[config.mk]
export PLATFORM = sky130hd
export DESIGN_NAME = ifetch_ctrl
export DESIGN_NICKNAME = d
export VERILOG_FILES = /design/src/rtl/ifetch_ctrl.sv
export SDC_FILE = /design/constraint.sdc
export NUM_CORES = 1
export LEC_CHECK = 0
export ABC_AREA = 1
export ABC_CLOCK_PERIOD_IN_PS = 2100
export CORE_MARGIN = 3
export CORE_UTILIZATION = 35
export DETAILED_ROUTE_END_ITERATION = 10
export PLACE_DENSITY = 0.71
export SKIP_CTS_REPAIR_TIMING = 1
export SYNTH_ARGS = -nofsm -noshare
export SYNTH_HDL_FRONTEND = slang
export SYNTH_SLANG_ARGS = --single-unit
[constraint.sdc]
create_clock -name clk -period 2.1 [get_ports clk]
set_clock_uncertainty 0.15 [all_clocks]
set_input_delay 0.315 -clock clk [delete_from_list [all_inputs] [get_ports clk]]
set_output_delay 0.315 -clock clk [all_outputs]
set_load 0.02 [all_outputs]
[src/rtl/ifetch_ctrl.sv]
// Instruction-fetch controller: req/gnt/rvalid read of the word at pc_addr, holds it for decode.
// Optional fetch timeout guarded by `FETCH_TIMEOUT_EN (sticky fetch_err, NOP delivered).
module ifetch_ctrl #(
    parameter int                ADDR_W    = 32,
    parameter int                DATA_W    = 32,
    parameter int                TIMEOUT   = 16,
    parameter logic [DATA_W-1:0] NOP_INSTR = '0
) (
    input  logic              clk,
    input  logic              rst,
    input  logic [ADDR_W-1:0] pc_addr,
    input  logic              fetch_en,
    input  logic              flush,
    output logic              imem_req,
    output logic [ADDR_W-1:0] imem_addr,
    input  logic              imem_gnt,
    input  logic              imem_rvalid,
    input  logic [DATA_W-1:0] imem_rdata,
    output logic [DATA_W-1:0] instr,
    output logic              instr_valid,
    input  logic              instr_ack,
    output logic              pc_stall,
    output logic              fetch_err
);

    typedef enum logic [2:0] {
        S_IDLE,
        S_REQ,
        S_WAIT,
        S_HOLD,
        S_DRAIN
    } state_t;

    state_t            state, state_n;
    logic [ADDR_W-1:0] addr_n;
    logic [DATA_W-1:0] instr_n;
    logic              valid_n;
    logic              timeout_fire;
    logic [ADDR_W-1:0] aligned_pc;

    assign aligned_pc = {pc_addr[ADDR_W-1:2], 2'b00};

    logic unused_pc_lsb;
    assign unused_pc_lsb = ^pc_addr[1:0];

`ifdef FETCH_TIMEOUT_EN
    localparam int CNT_W = $clog2(TIMEOUT + 1);
    logic [CNT_W-1:0] tmo_cnt;
    logic             in_fetch;

    assign in_fetch     = (state == S_REQ) || (state == S_WAIT);
    assign timeout_fire = in_fetch && !flush && (tmo_cnt == CNT_W'(TIMEOUT - 1));

    always_ff @(posedge clk or negedge rst) begin
        if (!rst) begin
            tmo_cnt   <= '0;
            fetch_err <= 1'b0;
        end else begin
            if (state_n == S_REQ && state != S_REQ)
                tmo_cnt <= '0;
            else if (in_fetch)
                tmo_cnt <= tmo_cnt + 1'b1;
            if (timeout_fire)
                fetch_err <= 1'b1;
        end
    end
`else
    logic unused_timeout;
    assign unused_timeout = ^TIMEOUT;
    assign timeout_fire   = 1'b0;
    assign fetch_err      = 1'b0;
`endif

    always_comb begin
        state_n = state;
        addr_n  = imem_addr;
        instr_n = instr;
        valid_n = instr_valid;
        case (state)
            S_IDLE: begin
                if (fetch_en && !flush) begin
                    state_n = S_REQ;
                    addr_n  = aligned_pc;
                end
            end
            S_REQ: begin
                // a granted request still owes one rvalid, so a flush must drain it
                if (flush)
                    state_n = imem_gnt ? S_DRAIN : S_IDLE;
                else if (timeout_fire) begin
                    state_n = S_HOLD;
                    instr_n = NOP_INSTR;
                    valid_n = 1'b1;
                end else if (imem_gnt)
                    state_n = S_WAIT;
            end
            S_WAIT: begin
                if (flush)
                    state_n = imem_rvalid ? S_IDLE : S_DRAIN;
                else if (timeout_fire) begin
                    state_n = S_HOLD;
                    instr_n = NOP_INSTR;
                    valid_n = 1'b1;
                end else if (imem_rvalid) begin
                    state_n = S_HOLD;
                    instr_n = imem_rdata;
                    valid_n = 1'b1;
                end
            end
            S_HOLD: begin
                if (flush) begin
                    state_n = S_IDLE;
                    valid_n = 1'b0;
                end else if (instr_ack) begin
                    valid_n = 1'b0;
                    if (fetch_en) begin
                        state_n = S_REQ;
                        addr_n  = aligned_pc;
                    end else begin
                        state_n = S_IDLE;
                    end
                end
            end
            S_DRAIN: begin
                if (imem_rvalid)
                    state_n = S_IDLE;
            end
            default: state_n = S_IDLE;
        endcase
    end

    always_ff @(posedge clk or negedge rst) begin
        if (!rst) begin
            state       <= S_IDLE;
            imem_addr   <= '0;
            instr       <= NOP_INSTR;
            instr_valid <= 1'b0;
        end else begin
            state       <= state_n;
            imem_addr   <= addr_n;
            instr       <= instr_n;
            instr_valid <= valid_n;
        end
    end

    assign imem_req = (state == S_REQ);
    // the PC moves exactly on the cycle decode takes the held word
    assign pc_stall = !((state == S_HOLD) && instr_ack && !flush);

endmodule

## Yosys cells after proc, flatten, opt, wreduce, memory -nomap -nowiden

Cells that the tools add are included.

- Multiplexer cells: 22
- Bitwise logic cells: 1
- Equal/unequal tests: 14
- Reductions and logical operators: 12

Operators by type and width:

| operator | number |
|---|---|
| $mux 32 | 4 |
| $pmux 32 s2 | 1 |
| $mux 3 | 10 |
| $pmux 3 s5 | 1 |
| $ne 2x2->1 const B | 7 |
| $reduce_and 5->1 | 2 |
| $eq 3x2->1 const B | 2 |
| $ne 3x3->1 const B | 2 |
| $mux 1 | 5 |
| $reduce_and 4->1 | 1 |
| $reduce_bool 2->1 | 2 |
| $eq 3x1->1 const B | 1 |
| $eq 3x3->1 const B | 1 |
| $logic_and 1x1->1 | 3 |
| $logic_not 3->1 | 1 |
| $ne 3x2->1 const B | 1 |
| $reduce_and 3->1 | 1 |
| $logic_not 1->1 | 2 |
| $pmux 1 s2 | 1 |
| $not 1->1 | 1 |

- Bits of input ports: 71
- Output and inout bits: 68
- Register bits: 68
- Word-level logic and storage cells: 53

## Logic depth before layout (Yosys ltp)

Gate-level depths: netlist of the first run.

- Depth after elaboration: 4
- Gate-level depth with buffers: 8
- Mapped depth without buffers: 8

## Worst setup path before layout of the first run

OpenSTA, ideal clock, no wires.

- Kind: reg-to-reg
- Start point: register state[2]
- End point: register state[1]
- Clock period less this slack: 1668 ps
- Data arrival time: 1453 ps
- Setup slack: 432 ps
- Data required time: 1885 ps
- Library setup time: 65 ps
- Buffers on the path: 0
- Cell stages (with the launch flop): 6
- Path through: dfrtp_1 nor3_1 nand3_1 nand3_1 nand2_1 nand2_1

- Longest elaborated chain between the ends: 3
- Elaborated cells between the ends (all ways): 12
- Those cells by class: 9 x eq/ne; 1 x mux; 2 x reduce/logical

Ends and longest elaborated chain:

| element | RTL line | text |
|---|---|---|
| start: declaration | 34 | `state_t state, state_n;` |
| start signal: assignment | 139 | `state <= state_n;` |
| $eq 3x1->1 (*) | - |  |
| named net imem_req | 14 | `output logic imem_req,` |
| $ne 3x2->1 (no line) | - |  |
| $reduce_and 5->1 (no line) | - |  |

Mark *: on every way through the listed nets, which the timed path passes. The rest lies on a longest branch.
A chain may end at the register's enable or synchronous reset.

## Worst setup path in the final report of the first run

- Start point: register state[2]
- End point: output imem_req

- Longest elaborated chain between the ends: 1

Ends and longest elaborated chain:

| element | RTL line | text |
|---|---|---|
| $eq 3x1->1 | 146 | `assign imem_req = (state == S_REQ);` |
| end: declaration | 14 |  |

No other way between the ends.

==> out/qor.yml, run 1 <==
pwr:
  intPower_mw: 3.95
  power_frac_clock: 0.175
  p_leak_nw: 2.23
  combPwrFrac: 0.480
  p_total_mw: 6.39
  power.density_nw_per_um2: 1420
  worst_ir_drop_vdd_v: 0.000483
  switchingPower_mw: 2.44
  p_sw_frac: 0.382
  power_frac_seq: 0.345
worst_setup_path:
  cp-startpoint: "state[2]"
  crit_chain: "nor3_1, dlymetal6s2s_1"
  rrSetupSlack_ns: 0.27
  r2r-start: "state[1]"
  reg2regPathDepth: 6
  worstPathMaxFanout: 7
  worstPathArrival_ns: 1.38
  slowest_delay_ns: 0.49
  worst_setup_path_end_kind: "output port"
  crit_type: "flip-flop to output port"
  slowest_stage: "dfrtp_1"
  critPathRequiredTime_ns: 1.63
  startpoint_type: "flip-flop"
  path_buf_inv: 1
  crit_end: "imem_req"
  worst_path_dominant_cell_family: "flip-flops"
  cp_num_cells: 2
  r2r_end: "imem_addr[20]"
clock_network:
  h-tree-depth: 3
  clock-sinks: 66
  cts_buffers: 9
  clkLatencyLatePin_ns: 0.33
  clockBufferDepth: 2
  root_buffer: "clkbuf_8"
  cts_tree: "yes"
  clk_pin_slew_worst_paths_ns: 0.07
cells_and_area:
  antenna_cells: 0
  drive_above_1_share: 0.0761
  nFillCells: 720
  area.growth.synth_to_final_pct: 57.4
  final_cell_area_um2: 4510
  seq_area_um2: 1650
  multi_input_area_um2: 908
  finalNetCount: 539
timing:
  period_needed_ns: 1.84
  timing.fmax_ghz: 0.543
  finalHoldViolCount: 0
  hold_slack_ns: 0.322
  slew_violations: 0
  rsz0062_at_grt: "false"
  setup_violations: 0
  finalCritPeriodShare: 0.878
drt:
  drt_iter0_drc: 107
  dr_total_vias: 2542
  ant_nets: 0
  wl_per_cell_um: 12.8
  drt_first_pass_iters: 5
  routed_wl_um: 7360
  viasPerCell: 4.42
  drc: 0
floorplanning:
  coreArea_um2: 7850
  dieArea_um2: 9310
  io_pins: 139
  row_count: 32
  die_w_um: 96.5
  die_h_um: 96.5
  start_util: 0.365
global_routing:
  overflow: 0
  grt_usage: 0.165
  grt_pass1_vias: 2449
  antenna_found_initial: 0
  grt_pass1_wl_um: 11700
  grt_start_max_net_pins: 67
logic_synthesis:
  synth_top_area_share: 0.576
  yosysTopAreaCell: "dfrtp_1"
  yosys-top-cells-area: "dfrtp_1, nand2_1, nand3_1, o21ai_1, inv_1"
  yosysMostFrequentCell: "nand2_1"
  synth_commonest_cells: "nand2_1, dfrtp_1, inv_1, nand3_1, o21ai_1"
  yosysWarnings: 0
  syn_area_um2: 2870
  async_flop_share: 1.00
  syn_inst: 329
  syn_avg_cell_area_um2: 8.71
  ys_seq_elements: 66
  synth_enable_flop_cells: 0
  synth_cell_type_count: 21
  seq_area_frac_synth: 0.576
  synth-main-ff-cell: "dfrtp_1"
run_status:
  run_status: "finished clean"
placement:
  post-dp-hpwl_um: 5480
  place.gp.congestion: 0.810
  portBuffers: 133
  place_area_um2: 4280
run:
  max-cap-violations: 0
min_path:
  hold_path.class: "flip-flop to flip-flop"
registers in the layout (all words and copies together) (netlist names):
name / count
state: 3
imem_addr: 30
instr: 32
instr_valid: 1
cells in the final DEF (no fill, tap or decap), types with 2 or more instances in the layout:
master,instances
clkdlybuf4s50_1,130
nand2_1,109
dfrtp_1,66
inv_1,41
nand3_1,40
o21ai_1,32
clkbuf_8,11
nor2_1,9
buf_4,9
conb_1,3
clkinvlp_4,3
inv_2,2
nand3_2,2
dlymetal6s2s_1,2
buf_12,2
routing by layer:
layer / GRT usage / part of all wire / vias up
met5: 0 / 0 / -
met4: 0.0794 / 0.017 / 0
met3: 0.0333 / 0.074 / 9
met2: 0.279 / 0.51 / 87
met1: 0.199 / 0.40 / 1152
li1: - / - / 1294
power by group through the flow:
stage | Sequential [mW] | Clock (mW) | Combinational, mW
6_report | 2.21 | 1.12 | 3.07
3_5_place_dp | 2.24 | 0 | 3.11
5_1_grt | 2.29 | 1.22 | 3.35
4_1_cts | 2.22 | 1.15 | 3.12
3_3_place_gp | 2.20 | 0 | 3.06
2_1_floorplan | 2.93 | 0 | 0.848
area by class of cell:
class / instances / area share
Clock buffer: 11 / 0.0336
Multi-Input combinational cell: 203 / 0.201
Tap cell: 102 / 0.0283
Inverter: 43 / 0.0358
Sequential cell: 66 / 0.366
Timing Repair Buffer: 145 / 0.321
Clock inverter: 5 / 0.0136
tightest hold or removal path: cells and delay by family (launching register included):
kind | cells | cell delay, ns
flops | 1 | 0.34
simple gates | 2 | 0.10
cells by family after synthesis:
family / after synthesis / synth area share
compound gates: 35 / 0.0659
buf+inv: 62 / 0.111
flops: 66 / 0.576
other cells: 1 / 0.00131
simple gates: 165 / 0.245
how the worst min path moves through the flow:
stage	slack [ns]	end	cells past startpoint	startpoint
6_report	0.32	imem_addr[3]	2	imem_addr[3]
5_1_grt	0.35	instr[17]	3	imem_rdata[17]
4_1_cts	-0.17	instr[5]	2	rst
3_5_place_dp	0.22	instr[5]	2	rst
3_3_place_gp	0.21	instr[0]	2	rst
2_1_floorplan	-0.13	imem_addr[10]	0	rst
through the flow:
step / utilization / instances / setup slack, ns / TNS (ns)
detailed placement: 0.546 / 558 / 0.0500 / 0
global route: 0.575 / 575 / 0.0744 / 0
finish: 0.575 / 575 / 0.257 / 0
floorplan: - / 331 / 0.432 / 0
global placement: 0.546 / 558 / 0.0494 / 0
CTS: 0.573 / 574 / -0.180 / -0.251
Note: power is estimated with default switching activity, not from simulation.
==> inputs of run 2 (changes only) <==
- ABC_CLOCK_PERIOD_IN_PS: 2100 -> 2400
- clock period: 2.1 -> 2.4 ns (I/O delays scaled with it)
==> run 2 against run 1 <==
Net effect: non-clock buffer count fell by 3; setup slack worse by 0.12 ns; clock power is 8% lower; core utilization is essentially flat; sequential cell count is the same; first-iteration DRC count shrank 18%; sequential share of layout area is essentially flat; hold slack about the same; via count shrank 0.59%; critical path type unchanged; largest cell class unchanged; highest routed layer unchanged.
==> out/qor.yml, run 2 (same netlist as run 1, synthesis figures left out) <==
run_status:
  run_status: "finished clean"
worst_setup_path:
  path_buf_inv: 1  # unchanged
  crit_type: "flip-flop to output port"
  worst_path_dominant_cell_family: "buffers and inverters"
  slowest_stage: "clkdlybuf4s50_1"
  startpoint_type: "flip-flop"
  slowest_delay_ns: 0.66  # +0.17 ns
  crit_chain: "nor3_2, clkdlybuf4s50_1"
  worstPathMaxFanout: 7  # unchanged
  worst_setup_path_end_kind: "output port"
  worstPathArrival_ns: 1.75  # +0.37 ns
  critPathRequiredTime_ns: 1.89  # +0.26 ns
cells_and_area:
  finalNetCount: 536  # -0.56%
  final_cells: 572  # -0.52%
  final_cell_mix: "clkdlybuf4s50_1, nand2_1, dfrtp_1"
  largest_reg_flops: 32  # unchanged
  multi_input_area_um2: 913  # +0.55%
  antenna_cells: 0  # unchanged
  nFillCells: 730  # +1.4%
  largest_register: "instr"
  final_common_cell: "clkdlybuf4s50_1"
  area.growth.synth_to_final_pct: 57.3  # about the same
  drive_above_1_share: 0.0702  # -0.00590
  final_util: 0.574  # about the same
  seq_area_um2: 1650  # unchanged
  reg.largest.list: "instr x32, imem_addr x30, state x3"
pwr:
  power.density_nw_per_um2: 1250  # -12%
  worst_ir_drop_vdd_v: 0.000477  # -1.1%
  p_leak_nw: 2.23  # -0.33%
  p_total_mw: 5.65  # -12%
drt:
  routed_wl_um: 7430  # +0.90%
  dr_total_vias: 2527  # -0.59%
  drt_first_pass_iters: 6  # +1
  drt_iter0_drc: 88  # -18%
  viasPerCell: 4.42  # about the same
  ant_nets: 0  # unchanged
  wl_per_cell_um: 13.0  # +1.4%
  drc: 0  # unchanged
timing:
  period_needed_ns: 2.26
  slew_violations: 0  # unchanged
  timing.fmax_ghz: 0.442
  rsz0062_at_grt: "false"
  worst_pin_slew_ns: 0.735
  finalCritPeriodShare: 0.943
  tns_ns: 0  # unchanged
  finalHoldViolCount: 0  # unchanged
  setup_violations: 0  # unchanged
  slew_headroom: 0.510
placement:
  post-dp-hpwl_um: 5620  # +2.5%
  portBuffers: 133  # unchanged
  place.gp.congestion: 0.798  # -1.5%
  place_inst: 555  # -0.54%
clock_network:
  clockBufferDepth: 2  # unchanged
  clk_pin_slew_worst_paths_ns: 0.07  # about the same
  clock-sinks: 66  # unchanged
  root_buffer: "clkbuf_8"
  h-tree-depth: 3  # unchanged
  cts_buffers: 9  # unchanged
  cts_tree: "yes"
  clkLatencyLatePin_ns: 0.33  # about the same
global_routing:
  antenna_found_initial: 0  # unchanged
  grt_pass1_vias: 2369  # -3.3%
  grt_usage: 0.166  # +0.00161
  grt_pass1_wl_um: 11500  # -1.6%
  overflow: 0  # unchanged
  grt_start_max_net_pins: 37  # -45%
floorplanning:
  start_util: 0.365  # unchanged
  dieArea_um2: 9310  # unchanged
  die_w_um: 96.5  # unchanged
  io_pins: 139  # unchanged
  row_count: 32  # unchanged
  die_h_um: 96.5  # unchanged
  coreArea_um2: 7850  # unchanged
run:
  max-cap-violations: 0  # unchanged
min_path:
  hold_path.class: "flip-flop to flip-flop"
## run 2: final cells by class
class,count,share of cell area
inverter,43,0.0358
multi-input combinational,203,0.203
sequential,66,0.366
timing repair buffer,142,0.318
clock buffer,11,0.0314
tap,102,0.0283
clock inverter,5,0.0172
## run 2: routing by layer
metal | routed length (µm) | part of all wire | global-route usage | vias to the layer above
li1 | - | - | - | 1288
met1 | 3080 | 0.41 | 0.193 | 1150
met2 | 3700 | 0.50 | 0.282 | 80
met3 | 525 | 0.071 | 0.0511 | 9
met4 | 125 | 0.017 | 0.0736 | 0
met5 | 0 | 0 | 0 | -
## run 2: power breakdown
group,internal [mW],switching (mW)
Combinational,1.27,1.41
Clock,0.610,0.423
Sequential,1.64,0.297
Total,3.52,2.13
## run 2: path summary, 6_finish.rpt
path	startpoint	endpoint	slack, ns	cells past startpoint
worst max-delay path	state[2]	imem_req	0.14	2
worst min-delay path	imem_addr[5]	imem_addr[5]	0.32	2
worst max register to register	state[1]	imem_addr[2]	0.53	6
worst min register to register	imem_addr[5]	imem_addr[5]	0.32	2
max in group asynchronous	rst	instr[26]	0.98	3
min in group asynchronous	rst	instr[4]	0.47	2
## run 2: through the flow
stage / hold slack, ns / setup slack, ns / cell area, µm²
floorplan: -0.0856 / 0.732 / 2870
global placement: 0.303 / 0.161 / 4270
detailed placement: 0.308 / 0.160 / 4270
global route: 0.339 / 0.0403 / 4510
CTS: -0.0579 / 0.00944 / 4490
finish: 0.321 / 0.136 / 4510
## run 2: worst register-to-register path, stage by stage, from the launching register on
cell	delay, ns
dfrtp_1	0.46
nor2_1	0.24
nand2_1	0.16
o21ai_4	0.29
nand2_4	0.27
nand2_1	0.14
nand2_1	0.06
